--- src/rtl/button_event_arbiter_if.sv ---
`default_nettype none
// +------------------------------------------------------------------+
// | Module  : button_event_arbiter_if                                |
// | Brief   : valid/ready event channel carrying a button channel id |
// | Revision: 1.0  initial release                                   |
// +------------------------------------------------------------------+
interface button_event_arbiter_if #(
   parameter int ID_W = 2
);
   logic            evt_valid;
   logic            evt_ready;
   logic [ID_W-1:0] evt_id;

   modport master (
      output evt_valid,
      output evt_id,
      input  evt_ready
   );

   modport slave (
      input  evt_valid,
      input  evt_id,
      output evt_ready
   );
endinterface
`default_nettype wire

--- src/rtl/button_event_arbiter.sv ---
`default_nettype none
// +------------------------------------------------------------------+
// | Module  : button_event_arbiter                                   |
// | Brief   : rising-edge press capture with round-robin event       |
// |           serialisation; AUTO_REPEAT_EN adds held-key repeats    |
// | Revision: 1.0  initial release                                   |
// +------------------------------------------------------------------+
module button_event_arbiter #(
   parameter int N             = 4,
   parameter int ID_W          = 2,
   parameter int RPT_W         = 8,
   parameter int REPEAT_DELAY  = 200,
   parameter int REPEAT_PERIOD = 50
) (
   input  wire logic                  clk,
   input  wire logic                  rst_n,
   input  wire logic [N-1:0]          i_btn_db,
   input  wire logic                  i_ovr_clr,
   output logic                       o_overrun,
   button_event_arbiter_if.master     evt_if
);

   localparam logic [ID_W-1:0] c_LAST = ID_W'(N - 1);

   if (N < 1 || N > 16 || N > (1 << ID_W)) begin : g_bad_n
      $error("button_event_arbiter: N out of range for ID_W");
   end
   if (REPEAT_DELAY < 2 || REPEAT_DELAY >= (1 << RPT_W) ||
       REPEAT_PERIOD < 1 || REPEAT_PERIOD > REPEAT_DELAY) begin : g_bad_rpt
      $error("button_event_arbiter: repeat timing out of range");
   end

   logic [N-1:0]    r_prev;
   logic [N-1:0]    r_pend;
   logic [ID_W-1:0] r_ptr;
   logic            r_valid;
   logic [ID_W-1:0] r_id;
   logic            r_ovr;

   logic [N-1:0]    w_rise;
   logic [N-1:0]    w_set;
   logic [N-1:0]    w_onehot;
   logic [N-1:0]    w_grant;
   logic [ID_W-1:0] w_winner;
   logic [ID_W-1:0] w_ptr_nxt;
   logic            w_found;
   logic            w_load;

   assign w_rise = i_btn_db & ~r_prev;

`ifdef AUTO_REPEAT_EN
   localparam logic [RPT_W-1:0] c_RPT_FIRE   = RPT_W'(REPEAT_DELAY - 1);
   localparam logic [RPT_W-1:0] c_RPT_RELOAD = RPT_W'(REPEAT_DELAY - REPEAT_PERIOD);

   logic [N-1:0] w_rep;

   // Reloading to DELAY-PERIOD after each fire keeps the count below DELAY,
   // so it never wraps however long the button is held.
   for (genvar g = 0; g < N; g++) begin : g_rpt
      logic [RPT_W-1:0] r_cnt;

      always_ff @(posedge clk or negedge rst_n) begin
         if (!rst_n) begin
            r_cnt <= '0;
         end else if (w_rise[g] || !i_btn_db[g]) begin
            r_cnt <= '0;
         end else if (r_cnt == c_RPT_FIRE) begin
            r_cnt <= c_RPT_RELOAD;
         end else begin
            r_cnt <= r_cnt + 1'b1;
         end
      end

      assign w_rep[g] = i_btn_db[g] & ~w_rise[g] & (r_cnt == c_RPT_FIRE);
   end

   assign w_set = w_rise | w_rep;
`else
   assign w_set = w_rise;
`endif

   // Two passes: channels at or above the pointer first, then wrap to the rest.
   always_comb begin
      w_found  = 1'b0;
      w_winner = '0;
      w_onehot = '0;
      for (int j = 0; j < N; j++) begin
         if (!w_found && r_pend[j] && (j >= int'(r_ptr))) begin
            w_found     = 1'b1;
            w_winner    = ID_W'(j);
            w_onehot[j] = 1'b1;
         end
      end
      for (int j = 0; j < N; j++) begin
         if (!w_found && r_pend[j]) begin
            w_found     = 1'b1;
            w_winner    = ID_W'(j);
            w_onehot[j] = 1'b1;
         end
      end
   end

   assign w_load    = (~r_valid | evt_if.evt_ready) & w_found;
   assign w_grant   = {N{w_load}} & w_onehot;
   assign w_ptr_nxt = (w_winner == c_LAST) ? '0 : w_winner + 1'b1;

   always_ff @(posedge clk or negedge rst_n) begin
      if (!rst_n) begin
         r_prev  <= '0;
         r_pend  <= '0;
         r_ptr   <= '0;
         r_valid <= 1'b0;
         r_id    <= '0;
         r_ovr   <= 1'b0;
      end else begin
         r_prev <= i_btn_db;
         // A new press on a channel being granted this cycle stays queued.
         r_pend <= w_set | (r_pend & ~w_grant);
         r_ovr  <= (|(w_set & r_pend & ~w_grant)) | (r_ovr & ~i_ovr_clr);
         if (w_load) begin
            r_valid <= 1'b1;
            r_id    <= w_winner;
            r_ptr   <= w_ptr_nxt;
         end else if (evt_if.evt_ready) begin
            r_valid <= 1'b0;
         end
      end
   end

   assign evt_if.evt_valid = r_valid;
   assign evt_if.evt_id    = r_id;
   assign o_overrun        = r_ovr;

endmodule
`default_nettype wire

--- src/flat_wrapper.sv ---
// flat-port wrapper written by rule: the top's interface ports become plain ports
module button_event_arbiter_flat 
#(
   parameter int N             = 4,
   parameter int ID_W          = 2,
   parameter int RPT_W         = 8,
   parameter int REPEAT_DELAY  = 200,
   parameter int REPEAT_PERIOD = 50
)
  (clk, rst_n, i_btn_db, i_ovr_clr, o_overrun, evt_if_evt_valid, evt_if_evt_id, evt_if_evt_ready);
  button_event_arbiter_if #(.ID_W(ID_W)) evt_if_i ();
  input  wire logic clk;
  input  wire logic rst_n;
  input  wire logic [N-1:0] i_btn_db;
  input  wire logic i_ovr_clr;
  output logic o_overrun;
  output wire logic [$bits(evt_if_i.evt_valid)-1:0] evt_if_evt_valid;
  output wire logic [$bits(evt_if_i.evt_id)-1:0] evt_if_evt_id;
  input wire logic [$bits(evt_if_i.evt_ready)-1:0] evt_if_evt_ready;
  assign evt_if_evt_valid = evt_if_i.evt_valid;
  assign evt_if_evt_id = evt_if_i.evt_id;
  assign evt_if_i.evt_ready = evt_if_evt_ready;
  button_event_arbiter #(.N(N), .ID_W(ID_W), .RPT_W(RPT_W), .REPEAT_DELAY(REPEAT_DELAY), .REPEAT_PERIOD(REPEAT_PERIOD)) u_core (.clk(clk), .rst_n(rst_n), .i_btn_db(i_btn_db), .i_ovr_clr(i_ovr_clr), .o_overrun(o_overrun), .evt_if(evt_if_i));
endmodule
--- config.mk ---
export PLATFORM = sky130hd
export DESIGN_NAME = button_event_arbiter_flat
export DESIGN_NICKNAME = d
export VERILOG_FILES = /design/src/rtl/button_event_arbiter_if.sv /design/src/rtl/button_event_arbiter.sv /design/src/flat_wrapper.sv
export SDC_FILE = /design/constraint.sdc
export NUM_CORES = 1
export LEC_CHECK = 0
export CORE_MARGIN = 8
export CORE_UTILIZATION = 59
export CTS_CLUSTER_SIZE = 40
export DETAILED_ROUTE_END_ITERATION = 12
export DONT_BUFFER_PORTS = 1
export PLACE_DENSITY = 0.76
export REMOVE_ABC_BUFFERS = 1
export SYNTH_ARGS = -nofsm -noshare
export SYNTH_HDL_FRONTEND = slang
export SYNTH_SLANG_ARGS = --single-unit
--- constraint.sdc ---
create_clock -name clk -period 1.6 [get_ports clk]
set_clock_uncertainty 0.15 [all_clocks]
set_input_delay 0.48 -clock clk [delete_from_list [all_inputs] [get_ports clk]]
set_output_delay 0.48 -clock clk [all_outputs]
set_load 0.01 [all_outputs]
==> flow_metrics.py <==
metrics = {
    "logic_synthesis": {
        "synth_xor_area_frac": 0,
        "synthAdderAreaFrac": 0,
        "synth_top_family_by_area": "compound AO/OA/AOI/OAI gates",
        "yosysWarnings": 0,
        "syn_area_um2": 767,
        "ys_ff_latch": 14,
        "synth_edf_count": 0,
        "synth.distinct_cells": 27,
        "yosysSeqAreaShare": 0.457,
        "postSynthAreaPerCell_um2": 9.59,
        "netlist_instances": 80,
        "synth_compound_area_frac": 0.295,
        "async_reset_ff_frac": 1.00,
        "synth_flop_cell": "dfrtp_1",
        "synth-simple-area-share": 0.144,
        "synthMuxAreaShare": 0,
    },
    "worst_setup_path": {
        "critPathMaxFanout": 11,
        "crit_buf_inv": 0,
        "worstPathArrival_ns": 1.50,
        "timing_worst_setup_path_type": "register to register",
        "critPathLaunch": "u_core.r_pend[0]$_DFF_PN0_",
        "path_cells": "nor2_1, o211ai_1, a32oi_1, nand4_1",
        "worst_setup_path_start_kind": "register",
        "cp-end-kind": "register",
        "critPathMaxStageDelay_ns": 0.51,
        "critPathTopFamily": "flip-flops",
        "cp_slowest_cell": "dfrtp_1",
        "cp_data_required_time_ns": 1.60,
        "reg2reg_from": "u_core.r_pend[0]$_DFF_PN0_",
    },
    "timing": {
        "setup_viol": 0,
        "fmax_mhz": 668,
        "worstMarginPinSlew_ns": 0.615,
        "finalCritPeriodShare": 0.936,
        "hold_viol": 0,
        "rsz0062_at_grt": "false",
        "fin_crit_ns": 1.50,
        "slew-limit-headroom": 0.589,
        "fin_setup_tns_ns": 0,
        "finalMaxSlewViolations": 0,
    },
    "cts": {
        "root_buffer": "clkbuf_4",
        "cts_sinks": 14,
        "cts_buffer_depth": 2,
        "cts_tree": "yes",
        "clock_latency_ns": 0.28,
        "cts.clk_slew.worst_paths_ns": 0.08,
        "cts_htree_levels": 1,
        "cts_buffers": 3,
        "cts_setup_buffers": 0,
    },
    "power": {
        "irDropWorstVdd_mv": 0.996,
        "power_density_mw_per_mm2": 1930,
        "p_leak_nw": 0.330,
    },
    "placed_design": {
        "hpwlAfterDp_um": 1090,
        "numPortBuffers": 0,
        "placed_cell_area_um2": 743,
        "gp_congestion": 0.865,
    },
    "finish": {
        "drive_gt1_frac": 0.150,
        "layout_common_cells": "12 x dfrtp_1, 11 x o21ai_0, 10 x inv_1",
        "fillers": 97,
        "syn_to_final_growth_pct": 3.75,
        "mostFrequentLayoutCell": "dfrtp_1",
        "stdcell_area_um2": 796,
        "antenna_cells": 0,
        "nets": 89,
    },
    "route": {
        "avgViaCountPerCell": 6.09,
        "first_iter_violations": 11,
        "drc": 0,
        "dr.pass1.iters": 4,
        "drtAntennaViolNets": 0,
        "wire_per_inst_um": 15.4,
        "drt_wl_total_um": 1460,
        "vias": 579,
    },
    "global_routing": {
        "grt_usage": 0.123,
        "grt_pass1_wl_um": 2480,
        "grt_pass1_vias": 530,
        "antenna_found_initial": 0,
        "grt_start_max_net_pins": 15,
        "overflow": 0,
    },
    "hold_path": {
        "hold_path_class": "input port to register",
        "min_from": "i_btn_db[3]",
    },
    "floorplanning": {
        "row_count": 13,
        "die_w_um": 52.1,
        "ios": 12,
        "start_util": 0.612,
        "die_h_um": 52.1,
        "dieArea_mm2": 0.00271,
        "core_mm2": 0.00125,
    },
    "job": {
        "drv_cap": 0,
    },
    "outcome": {
        "status": "finished clean",
    },
}
[state kept, by name, summed over array words and instances (netlist names)]
signal / cells
u_core.o_overrun: 1
u_core.evt_if.evt_id: 2
u_core.r_ptr: 2
u_core.r_prev: 4
u_core.evt_if.evt_valid: 1
u_core.r_pend: 4
[path summary, 6_finish.rpt]
kind / to / slack (ns) / cells past startpoint
setup / recovery: u_core.o_overrun$_DFF_PN0_ / 0.10 / 4
hold / removal: u_core.r_prev[3]$_DFF_PN0_ / 0.07 / 0
setup reg to reg: u_core.o_overrun$_DFF_PN0_ / 0.10 / 4
min in group asynchronous: u_core.o_overrun$_DFF_PN0_ / 0.49 / 1
hold reg to reg: u_core.r_pend[1]$_DFF_PN0_ / 0.30 / 1
max in group asynchronous: u_core.r_ptr[1]$_DFFE_PN0P_ / 0.37 / 1
[synthesized netlist by cell type (all sizes together) (2+ instances only)]
cell type | count | area share
inv | 10 | 0.049
dfrtp | 14 | 0.46
o211ai | 5 | 0.055
nand2b | 3 | 0.024
a21oi | 6 | 0.039
a2bb2oi | 2 | 0.039
nand2 | 3 | 0.015
nor2b | 2 | 0.016
nor2 | 5 | 0.028
o2111ai | 2 | 0.023
buf | 5 | 0.055
o21ai | 13 | 0.085
[power by group]
group | switching, mW | total, mW | leakage (nW) | internal (mW)
clock | 0.113 | 0.251 | 0.0210 | 0.139
sequential | 0.284 | 0.762 | 0.155 | 0.478
combinational | 0.264 | 0.522 | 0.154 | 0.258
total | 0.661 | 1.54 | 0.330 | 0.875
[layer usage]
layer / global-route usage / up-vias / share of wire
met3: 0.0285 / 3 / 0.040
met4: 0.0929 / 0 / 0.022
met2: 0.188 / 10 / 0.50
met1: 0.144 / 279 / 0.44
met5: 0 / - / 0
li1: - / 287 / -
[area by class of cell]
class | instances | area (µm²) | share of cell area
flip-flops and latches | 14 | 353 | 0.443
inverters | 10 | 37.5 | 0.0472
clock buffers | 4 | 36.3 | 0.0456
repair buffers | 1 | 10.0 | 0.0126
well taps | 15 | 18.8 | 0.0236
multi-input cells | 51 | 340 | 0.428
[per-stage QoR]
stage | instances | setup WS [ns] | hold slack, ns | utilization | total power [mW]
6_report | 95 | 0.102 | 0.0675 | 0.635 | 1.54
5_1_grt | 95 | 0.0144 | 0.0447 | 0.635 | 1.66
4_1_cts | 95 | 0.0446 | 0.0541 | 0.630 | 1.53
3_5_place_dp | 90 | 0.0637 | 0.0348 | 0.593 | 1.26
3_3_place_gp | 90 | 0.0661 | 0.0348 | 0.593 | 1.25
2_1_floorplan | 75 | 0.230 | 0.0344 | - | 1.13
[kinds of logic after synthesis]
group / count (synthesis)
DFF: 14
buffers and inverters: 15
AOI/OAI and AO/OA: 33
and+or+nand+nor: 18
[timing repair]
item | CTS | global route
gates resized for setup | 0 | 3
hold endpoints to repair | 14 | 0
hold buffers | 1 | 0
setup endpoints to repair | 0 | 3
[worst register-to-register path, delay by kind of cell, from the launching register on]
kind               cells  cell delay [ns]
AOI/OAI and AO/OA      2             0.39
and+or+nand+nor        2             0.31
DFF                    1             0.51
Power figures use the tool's default switching activity.
